`src/rtl/userkey_ctrl.sv`:
```
`default_nettype none
// ============================================================================
// Module   : userkey_ctrl
// Purpose  : Key synchroniser/debouncer with sticky press flags, maskable IRQ
//            and a 4-word memory-mapped register interface.
// Revision : 1.0
// ============================================================================
module userkey_ctrl #(
   parameter int NUM_KEYS        = 8,
   parameter int DEBOUNCE_CYCLES = 20000,
   parameter int CNT_WIDTH       = 15,
   parameter int ACTIVE_LOW      = 1
) (
   input  logic                clk,
   input  logic                reset,
   input  logic [NUM_KEYS-1:0] user_key,
   input  logic [1:0]          addr,
   input  logic                we,
   input  logic [31:0]         WD,
   output logic [31:0]         RD,
   output logic                irq
);

   localparam logic [1:0]           ADDR_LEVEL = 2'd0;
   localparam logic [1:0]           ADDR_PEND  = 2'd1;
   localparam logic [1:0]           ADDR_MASK  = 2'd2;
   localparam logic [CNT_WIDTH-1:0] CNT_LAST   = CNT_WIDTH'(DEBOUNCE_CYCLES - 1);

   logic [NUM_KEYS-1:0] key_in;
   logic [NUM_KEYS-1:0] sync1;
   logic [NUM_KEYS-1:0] sync2;
   logic [NUM_KEYS-1:0] level;
   logic [NUM_KEYS-1:0] press;
   logic [NUM_KEYS-1:0] pending;
   logic [NUM_KEYS-1:0] mask;
   logic [NUM_KEYS-1:0] clr_bits;
   logic                wr_pend;
   logic                wr_mask;
   logic [31:0]         rd_data;
   logic                unused_wd_hi;

   // Normalise polarity so that 1 always means pressed from here on.
   assign key_in = (ACTIVE_LOW != 0) ? ~user_key : user_key;

   always_ff @(posedge clk or posedge reset) begin
      if (reset) begin
         sync1 <= '0;
         sync2 <= '0;
      end else begin
         sync1 <= key_in;
         sync2 <= sync1;
      end
   end

   generate
      for (genvar i = 0; i < NUM_KEYS; i++) begin : g_key
         logic [CNT_WIDTH-1:0] cnt;
         logic                 st;
         logic                 expired;

         assign expired = (cnt == CNT_LAST);

         always_ff @(posedge clk or posedge reset) begin
            if (reset) begin
               cnt <= '0;
               st  <= 1'b0;
            end else if (sync2[i] == st) begin
               cnt <= '0;
            end else if (expired) begin
               st  <= sync2[i];
               cnt <= '0;
            end else begin
               cnt <= cnt + CNT_WIDTH'(1);
            end
         end

         assign level[i] = st;
         // Fires on the very edge where st is about to rise.
         assign press[i] = sync2[i] & ~st & expired;
      end
   endgenerate

   assign wr_pend  = we && (addr == ADDR_PEND);
   assign wr_mask  = we && (addr == ADDR_MASK);
   assign clr_bits = wr_pend ? WD[NUM_KEYS-1:0] : '0;

   always_ff @(posedge clk or posedge reset) begin
      if (reset) begin
         pending <= '0;
         mask    <= '0;
      end else begin
         // A new press overrides a coincident write-1-to-clear.
         pending <= (pending & ~clr_bits) | press;
         if (wr_mask) begin
            mask <= WD[NUM_KEYS-1:0];
         end
      end
   end

   always_comb begin
      rd_data = '0;
      case (addr)
         ADDR_LEVEL: rd_data[NUM_KEYS-1:0] = level;
         ADDR_PEND:  rd_data[NUM_KEYS-1:0] = pending;
         ADDR_MASK:  rd_data[NUM_KEYS-1:0] = mask;
         default:    rd_data = '0;
      endcase
   end

   assign RD           = rd_data;
   assign irq          = |(pending & mask);
   assign unused_wd_hi = ^WD;

endmodule
`default_nettype wire

```
`config.mk`:
```
export PLATFORM = sky130hd
export DESIGN_NAME = userkey_ctrl
export DESIGN_NICKNAME = d
export VERILOG_FILES = /design/src/rtl/userkey_ctrl.sv
export SDC_FILE = /design/constraint.sdc
export NUM_CORES = 1
export LEC_CHECK = 0
export BUFFER_PORTS_ARGS = -buffer_cell sky130_fd_sc_hd__clkbuf_2
export CORE_MARGIN = 2
export CORE_UTILIZATION = 55
export CTS_BUF_LIST = sky130_fd_sc_hd__clkbuf_4
export DETAILED_ROUTE_END_ITERATION = 12
export PLACE_DENSITY = 0.84
export SYNTH_ARGS = -nofsm -noshare
export SYNTH_HDL_FRONTEND = slang
export SYNTH_SLANG_ARGS = --single-unit
```
`constraint.sdc`:
```
create_clock -name clk -period 5 [get_ports clk]
set_clock_uncertainty 0.2 [all_clocks]
set_input_delay 1 -clock clk [delete_from_list [all_inputs] [get_ports clk]]
set_output_delay 1 -clock clk [all_outputs]
set_load 0.005 [all_outputs]
```
---- Yosys cells after proc, flatten, opt, wreduce, memory -nomap -nowiden ----
Cells that the tools add are included.
Widths: inputs -> output; s select.
storage, ports and cells
  input bits .............................. 45
  word-level logic and storage cells ...... 113
  register bits ........................... 160
  output and inout bits ................... 33
cells by class
  reduce and logical (&&, ||, !) cells .... 12
  bitwise gates (word level) .............. 37
  mux-type cells .......................... 18
  equality and inequality tests ........... 18
  add/subtract/negate cells ............... 8
operators with widths
  cell                   number
  $mux 15                16
  $add 15x1->15 const B  8
  $eq 15x15->1 const B   8
  $pmux 8 s3             1
  $and 1x1->1            16
  $and 8x8->8            2
  $not 1->1              16
  $not 8->8              2
  $reduce_and 2->1       8
  $eq 1x1->1             8
  $mux 8                 1
  $or 8x8->8             1
  $reduce_or 8->1        1
  $eq 2x1->1 const B     1
  $eq 2x2->1 const B     1
  $logic_and 1x1->1      2
  $logic_not 2->1        1

---- Depth between registers and ports, before layout ----
Gate-level depths: netlist (run 1).
  depth in word-level cells ............... 6
  mapped depth ............................ 7
  depth with buffers taken out ............ 5

---- Least setup slack after synthesis (run 1) ----
No wires, ideal clock.
  path type ............................... input-to-output
  start point ............................. in addr[1]
  end point ............................... out RD[0]
  data required time ...................... 3,800 ps
  cell stages on the path ................. 5
  setup slack ............................. 2,213 ps
  arrival time ............................ 1,587 ps
  path buffers ............................ 2
  cell sequence ........................... buf_2 > nor2b_1 > buf_2 > nand2_1 > o21ai_0
on the way
  cells in the longest elaborated chain, start to end .. 2
  elaborated cells between the ends (all ways) .. 4
  classes of those cells .................. 2 x eq/ne; 1 x mux; 1 x reduce/logical
ends and longest elaborated chain
  element                             RTL line  RTL
  start: declaration                  17        input logic [1:0] addr,
  $eq 2x2->1 (tied with other cells)  102       case (addr)
  $pmux 8 s3 (*)                      102
  end: declaration                    20        output logic [31:0] RD,
Every way passes the cells marked *; elsewhere a longest branch is shown, timed or not.

---- Final worst setup path (run 1) ----
Ends and elaborated chain as after synthesis.

==> results of run 1 <==
[state kept, by name, indices dropped and copies added (netlist names)]
signal     cells
sync1          8
mask           8
sync2          8
g_key.st       8
g_key.cnt    120
pending        8
[power breakdown]
part           internal, W  switching (W)  total, W
sequential         0.00133      0.0000337   0.00136
combinational    0.0000475      0.0000820  0.000130
clock             0.000249       0.000429  0.000678
[path summary, 6_finish.rpt]
kind	startpoint	end	slack, ps	cells after the start
hold reg to reg	sync1[0]$_DFF_PP0_	sync2[0]$_DFF_PP0_	160	0
setup / recovery	addr[1]	RD[0]	1520	5
max in group asynchronous	reset	g_key[2].cnt[7]$_DFF_PP0_	3260	3
min in group asynchronous	reset	sync1[1]$_DFF_PP0_	330	2
hold / removal	sync1[0]$_DFF_PP0_	sync2[0]$_DFF_PP0_	160	0
setup reg to reg	g_key[7].cnt[0]$_DFF_PP0_	g_key[7].st$_DFFE_PP0P_	2720	5
[kinds of logic (layout without fill, tap and decap cells)]
group | Yosys count | in the layout
other | 1 | 24
AOI/OAI and AO/OA | 32 | 32
adders and majority gates | 16 | 16
xor gates and xnor gates | 101 | 101
and+or+nand+nor | 348 | 348
muxes | 21 | 21
DFF | 160 | 160
buffers and inverters | 89 | 114
[synth_stat cells, types with 6 or more instances]
cell type	count
sky130_fd_sc_hd__xor2_1	26
sky130_fd_sc_hd__inv_1	52
sky130_fd_sc_hd__mux2_2	10
sky130_fd_sc_hd__ha_1	16
sky130_fd_sc_hd__mux2i_1	8
sky130_fd_sc_hd__or2_2	8
sky130_fd_sc_hd__or4bb_1	7
sky130_fd_sc_hd__nand4_1	28
sky130_fd_sc_hd__nor2_1	136
sky130_fd_sc_hd__nand3_1	38
sky130_fd_sc_hd__or3_1	7
sky130_fd_sc_hd__a21oi_1	6
sky130_fd_sc_hd__buf_4	28
sky130_fd_sc_hd__nor3_1	20
sky130_fd_sc_hd__dfrtp_1	160
sky130_fd_sc_hd__nand2_1	45
sky130_fd_sc_hd__o21ai_0	11
sky130_fd_sc_hd__xnor2_1	75
sky130_fd_sc_hd__nor4_1	27
sky130_fd_sc_hd__a22o_1	7
[layout make-up]
cell class	count	share of cell area [%]
Sequential cell	160	48.6
Inverter	52	2.41
Multi-Input combinational cell	542	41.3
Clock inverter	12	1.15
Clock buffer	19	1.73
Tap cell	180	2.73
Timing Repair Buffer	31	2.09
[per-stage QoR]
stage               instances  util [%]  hold slack [ps]  power, W  worst slack [ps]
CTS                       996      59.4              166   0.00220              1540
finish                    996      59.4              163   0.00217              1520
detailed placement        965      57.7              138   0.00152              1550
global route              996      59.4              168   0.00227              1420
global placement          965      57.7              133   0.00151              1530
floorplan                 791         -              131   0.00149              1770
[worst max-delay path: stages]
cell                       delay [ps]
sky130_fd_sc_hd__clkbuf_2         250
sky130_fd_sc_hd__nor2b_1          550
sky130_fd_sc_hd__nand2_1          120
sky130_fd_sc_hd__o21ai_0          180
sky130_fd_sc_hd__clkbuf_2         180
[per-layer routing]
| metal | track usage [%] | up-vias | wire length [um] |
|---|---|---|---|
| met5 | 0 | - | 0 |
| met4 | 6.61 | 0 | 215 |
| met3 | 5.21 | 20 | 541 |
| met2 | 32.1 | 80 | 6570 |
| met1 | 26.2 | 2555 | 6240 |
| li1 | - | 2625 | - |
==> run summary, run 1 <==
Summing the areas of all xor and xnor instances in the mapped netlist gives 11.4% of the synthesized area. For the final routed database, the setup TNS stands at 0 ps. Of all flip-flops after synthesis, the portion carrying an async set or reset was 100%. The longest clock path from root to sink contains 2 buffers.

The total of flip-flops plus latches after synthesis came out at 160. The number of global-route vias before repair was 5140; the clock-pin transition on the worst setup and hold timing paths was 120 ps. The cell area that synthesis handed to floorplanning was 7790 um2. The run gives 23600 um as the wire length of the first global-routing pass. The share of synthesized area spent on multiplexers is 2.91%.

The repair_antennas step left the layout with diodes totalling 0. Dividing the detail-routed via count by the number of cells gives 5.30. The tools report the number of placement rows as 43. The final cycle utilization of the critical path was 69.7%; the simple-gate portion of the synthesized area was 23.0%. The adder and majority gate portion of the synthesized area came out at 2.57%. Entering global routing, the biggest net connects 83 pins. The logs give 8250 um2 for the post-route standard cell area excluding fillers and 0 for the remaining number of nets flagged by the antenna check after routing.

The clock tree root driver cell is sky130_fd_sc_hd__clkbuf_4. The initial utilization of the core area, before any placement, comes to 56.1%. The total overflow left after global routing is 0. Global routing consumed, over all layers together, 19.9% of the routing resources.

The sum of net half-perimeters after detailed placement was 9680 um; the slew at the pin closest to its max-slew limit was 739 ps. Minimum clock period: 3480 ps. The count of input and output buffers works out to 29. Setup repair after global routing left no endpoint under its margin. The path class of the tightest hold or removal check is reg2reg. The logs give 4 for the detailed-routing iteration count for the pre-antenna-repair pass and 0 for the initial antenna violation count. For the worst setup path, the data required time is 3800 ps. The tools report the storage element area as 4000 um2. The floorplan step defined a die boundary enclosing 15100 um2. The maximum net fanout on the critical path is 10, and the mean post-synth cell area is 10.1 um2. The type of the worst setup path is in2out. Yosys mapped the design onto 42 distinct sky130hd cell types. Summing all multi-input logic gate instances after layout gives 3410 um2. In this run, CTS created clock tree buffers numbering 17.

Dividing total power by cell area gives a power density of 263 nW/um2. The compound-gate portion of the synthesized area is 2.73%. The vertical die dimension was 123 um.

The routability congestion estimate from global placement is 0.878. The core area is 13900 um2. The tool flagged a number of max-cap violations equal to 0.

The ratio of cells with drive above 1 in the final layout works out to 11.5%. After synthesis, the largest family of logic cells by area is simple AND/OR/NAND/NOR gates. The logs give 768 for the cell count after synthesis and 78 for the number of primary I/O pins. In the layout the commonest cells are sky130_fd_sc_hd__dfrtp_1 (160), sky130_fd_sc_hd__nor2_1 (136), sky130_fd_sc_hd__xnor2_1 (75).

Clock latency on the worst-skew pair, taken at its later pin, is 560 ps. Derived from the worst setup path, the maximum achievable clock frequency is 287 MHz. For this run, the post-layout net count is 865.

TritonCTS built the clock tree. VDD sags by at most 165 uV. The number of gates resized after CTS was 0. Yosys printed 0 warnings. The number of pins with negative max-slew slack in the final report was 0; the area share of the largest cell type after synthesis was 51.4%.

The startpoint type of the worst setup path is a primary input. The predominant post-synthesis flop cell is sky130_fd_sc_hd__dfrtp_1. The number of endpoints with negative hold slack in the final report was 0.

The kind of end point of the critical path is an output pin. Relative to the synthesized area, the layout overhead comes to 5.81%. The flow ran to the end, and the final reports show no timing, DRC or antenna violations. The mean routed wirelength per cell was 13.6 um; the number of setup buffers added after CTS was 0. The overall die width is 123 um. Maximum level of the CTS H-tree: 4. For this design, the CTS-stage hold fixing added 0 buffers. The largest area contributor in the synthesized netlist was sky130_fd_sc_hd__dfrtp_1. The logs give 13600 um for the total wire length and 5280 for the total number of vias.

At the worst endpoint, the arrival time is 2280 ps. Summed over all cells, the static leakage comes to 3.50 nW. For this run, the register share of the synthesized area comes to 51.4%. For this block, the initial DRC count from the detailed router was 428. The worst pin sits at a relative slew slack of 50.6%. The filler cells instantiated in the layout total 1152. The library cell used most frequently in the layout, excluding fill and tap cells, is sky130_fd_sc_hd__dfrtp_1.

After detailed placement, the total cell area comes to 8010 um2. For the number of remaining DRC errors, the log shows 0. In the post-synthesis netlist, the biggest area contributors are sky130_fd_sc_hd__dfrtp_1 (51%), sky130_fd_sc_hd__xnor2_1 (8.4%), sky130_fd_sc_hd__nor2_1 (6.6%), sky130_fd_sc_hd__xor2_1 (2.9%), sky130_fd_sc_hd__buf_4 (2.7%). Clock tree synthesis found a total of 160 sinks. The synthesized design contains 0 enable-type register cells. For the total of endpoints with negative setup slack in the final report, the log shows 0.
Note: power is estimated with default switching activity, not from simulation.
==> run 2: changes to the inputs <==
--- a/config.mk
+++ b/config.mk
@@ -7,10 +7,10 @@
 export LEC_CHECK = 0
 export BUFFER_PORTS_ARGS = -buffer_cell sky130_fd_sc_hd__clkbuf_2
 export CORE_MARGIN = 2
-export CORE_UTILIZATION = 55
+export CORE_UTILIZATION = 61
 export CTS_BUF_LIST = sky130_fd_sc_hd__clkbuf_4
 export DETAILED_ROUTE_END_ITERATION = 12
-export PLACE_DENSITY = 0.84
+export PLACE_DENSITY = 0.88
 export SYNTH_ARGS = -nofsm -noshare
 export SYNTH_HDL_FRONTEND = slang
 export SYNTH_SLANG_ARGS = --single-unit
==> constraint.sdc (replaced) <==
create_clock -name clk -period 3.5 [get_ports clk]
set_clock_uncertainty 0.2 [all_clocks]
set_input_delay 0.7 -clock clk [delete_from_list [all_inputs] [get_ports clk]]
set_output_delay 0.7 -clock clk [all_outputs]
set_load 0.005 [all_outputs]
==> run 2 against run 1 <==
  * Count of clock-buffer cells in the layout shrank 2
  * Cell count shrank 0.40%
  * Die area shrank 9.5%
  * Via count grew 0.87%
  * Register-to-register slack lost 1500 ps
  * Power grew 51%
  * Clock power grew 67%
  * First-iteration DRC count shrank 1.9%
  * Non-clock buffer count grew 3
  * Largest cell class unchanged
  * Largest power group unchanged
==> run summary, run 2 (synthesis gave the netlist of run 1 again) <==
The flow ran to the end, and the final reports show no timing, DRC or antenna violations. The count of maximum capacitance violations came out at 0 (unchanged). The mean routed wirelength per cell was 14.0 um (+3.0%). For the number of setup buffers added after CTS, the log shows 0 (unchanged). Setup slack at placement: 730 ps (-822 ps). The number of clock sinks is 160 (unchanged), and the placed instance count is 960 (-0.52%). The logs give 78 (unchanged) for the number of primary I/O pins and 59.6% (-3.2 points) for the register share of total power. The number of buffers created by CTS was 17 (unchanged).

Counting flops per register, the top entry is g_key.cnt. Minimum clock period: 2790 ps. The overall die width is 117 um (-4.9%). TritonCTS built the clock tree. Post-route standard cell area excluding fillers: 8320 um2 (+0.85%). The share of total power in combinational logic was 5.9% (about the same); the worst hold slack after final layout was 23.1 ps (-140 ps).

The tools report the total number of vias as 5326 (+0.87%). The count of input and output buffers came out at 29 (unchanged). The headroom to the max-slew limit is 51.8% (+1.2 points). The total of endpoints with negative setup slack in the final report was 0 (unchanged); the standard cell area after detailed placement was 8020 um2 (+0.16%).

The area growth from synthesis to layout is 6.71%. Setup repair after global routing left no endpoint under its margin. Flip-flop count of the largest register, all copies and words added: 120 (unchanged). For the sum of net half-perimeters after detailed placement, the log shows 10000 um (+3.6%).

The tools report the leakage dissipation as 3.53 nW (+0.80%). The critical path in this run is classified as in2out. Clock tree root driver cell: sky130_fd_sc_hd__clkbuf_4. The number of filler cells placed in the layout was 957 (-17%); the count of placed standard cells in the final layout, fillers left out was 992 (-0.40%). For the number of pins with negative max-slew slack in the final report, the log shows 0 (unchanged).

The path category of the worst min-delay check was in2async. The tools report the effective utilization at floorplan as 62.0% (+5.9 points). The worst setup path is captured at an output pin. The accumulated negative setup slack came out at 0 ps (unchanged). Most common library cell in the layout ignoring fill and taps: sky130_fd_sc_hd__dfrtp_1.

The vertical die dimension was 117 um (-4.9%); the number of placement rows was 41 (-4.7%). On the critical path, the stage with the largest delay is an instance of sky130_fd_sc_hd__nor2b_1. The logs give 0 (unchanged) for the remaining number of nets flagged by the antenna check after routing and 1890 ps (-390 ps) for the data arrival time of the worst path.

Cell occurring most often along the worst timing path: sky130_fd_sc_hd__clkbuf_2. The final layout net count was 868 (+0.35%). The worst-case vdd ir drop came out at 268 uV (+63%). STA classifies the critical path startpoint as a primary input. The maximum level of the CTS H-tree came out at 4 (unchanged).

The run gives 2600 ps (-1200 ps) as the data required time of the critical path. The largest incremental delay on the critical path was 530 ps (-20 ps); the latest clock arrival within the worst-skew pair was 560 ps (about the same). For the violation count after the first detailed-route iteration, the log shows 420 (-1.9%). Walking the worst path, the cells encountered are clkbuf_2 > nor2b_1 > nand2_1 > o21ai_0 > clkbuf_2. The run gives 13700 um2 (-9.5%) as the die outline area. The cell-internal power is 0.00246 W (+51%), and the total global routing overflow is 0 (unchanged). The switching power of the nets is 0.000808 W (+48%), and the initial antenna violation count is 0 (unchanged). The maximum net fanout on the critical path works out to 10 (unchanged). Antenna diode count: 0 (unchanged). The total wire length was 13900 um (+2.6%).

The maximum buffer depth of the clock tree is 2 (unchanged), and the slew at the pin closest to its max-slew limit is 722 ps (-17.5 ps). After layout, the worst path uses 79.8% of the clock period. The areal power density over the cells is 393 nW/um2 (+49%), and the core area is 12600 um2 (-9.5%). The routability congestion estimate from global placement is 0.833 (-5.1%), and the ratio of cells with drive above 1 in the final layout is 11.8% (+0.31 points). For the detailed-routing iteration count for the pre-antenna-repair pass, the log shows 4 (unchanged).

The final critical-path setup slack is 708 ps (-808 ps), and the maximum number of pins on one net before global-route repair is 41 (-51%). The global routing usage summed across all routing layers is 22.1% (+2.2 points), and the fraction of power consumed by the clock network is 34.5% (+3.3 points). The clock-pin transition on the worst setup and hold timing paths is 130 ps (about the same), and the maximum frequency from static timing analysis is 358 MHz. The tools report the count of cells resized by post-cts repair as 0 (unchanged).

The cell family contributing the most delay on the critical path is simple AND/OR/NAND/NOR gates. In the layout the commonest cells are sky130_fd_sc_hd__dfrtp_1 (160), sky130_fd_sc_hd__nor2_1 (136), sky130_fd_sc_hd__xnor2_1 (75). The logs give 23600 um (about the same) for the wire length of the first global-routing pass and 0 (unchanged) for the number of endpoints with negative hold slack in the final report.

The via-per-instance ratio is 5.37 (+1.3%). The tools report the total of hold buffers inserted after clock tree synthesis as 0 (unchanged). The number of buffer and inverter instances along the worst setup path is 2 (unchanged), and the net switching fraction of the power is 24.7% (-0.37 points). Number of remaining DRC errors: 0 (unchanged). Number of global-route vias before repair: 5169 (+0.56%).
## run 2: changes by cell type in the layout (fill, tap and decap cells not counted), sizes merged
cell / previous run / this run
buf: 2 / 5
bufinv: 1 / 3
clkbuf: 48 / 46
clkinv: 8 / 6
clkinvlp: 3 / 5
inv: 52 / 53
## run 2: power by group through the flow
stage,combinational [W],sequential [W],clock (W)
after global placement,0.000186,0.00198,0
final,0.000192,0.00195,0.00113
after floorplan,0.000159,0.00197,0
after CTS,0.000196,0.00194,0.00116
after detailed placement,0.000194,0.00198,0
after global routing,0.000221,0.00195,0.00124
## run 2: cell type report
type | instances | area [um2] | share of cell area, %
multi-input combinational | 542 | 3410 | 41.0
clock buffer | 17 | 128 | 1.53
inverter | 52 | 199 | 2.39
sequential | 160 | 4000 | 48.1
tap | 172 | 215 | 2.59
clock inverter | 15 | 168 | 2.02
timing repair buffer | 34 | 195 | 2.35
## run 2: final timing paths
check / to / slack (ps) / start / cells past startpoint
min in group clk: sync1[3]$_DFF_PP0_ / 50 / user_key[3] / 2
worst max register to register: g_key[7].st$_DFFE_PP0P_ / 1260 / g_key[7].cnt[0]$_DFF_PP0_ / 5
worst min-delay path: g_key[1].cnt[3]$_DFF_PP0_ / 20 / reset / 2
worst max-delay path: RD[1] / 710 / addr[0] / 5
worst min register to register: sync2[1]$_DFF_PP0_ / 180 / sync1[1]$_DFF_PP0_ / 0
max in group asynchronous: g_key[2].cnt[7]$_DFF_PP0_ / 2210 / reset / 3
## run 2: routing by layer
metal	vias to the layer above	GRT usage, %	wire (um)
met1	2594	29.2	6430
met2	83	35.5	6730
li1	2627	-	-
met4	0	7.84	308
met3	22	5.87	449
met5	-	0	0
## run 2: stage by stage
stage / total power, W / util [%]
after global placement: 0.00216 / 63.8
final: 0.00326 / 66.2
after floorplan: 0.00213 / -
after detailed placement: 0.00217 / 63.8
after global routing: 0.00342 / 66.2
after CTS: 0.00330 / 66.2
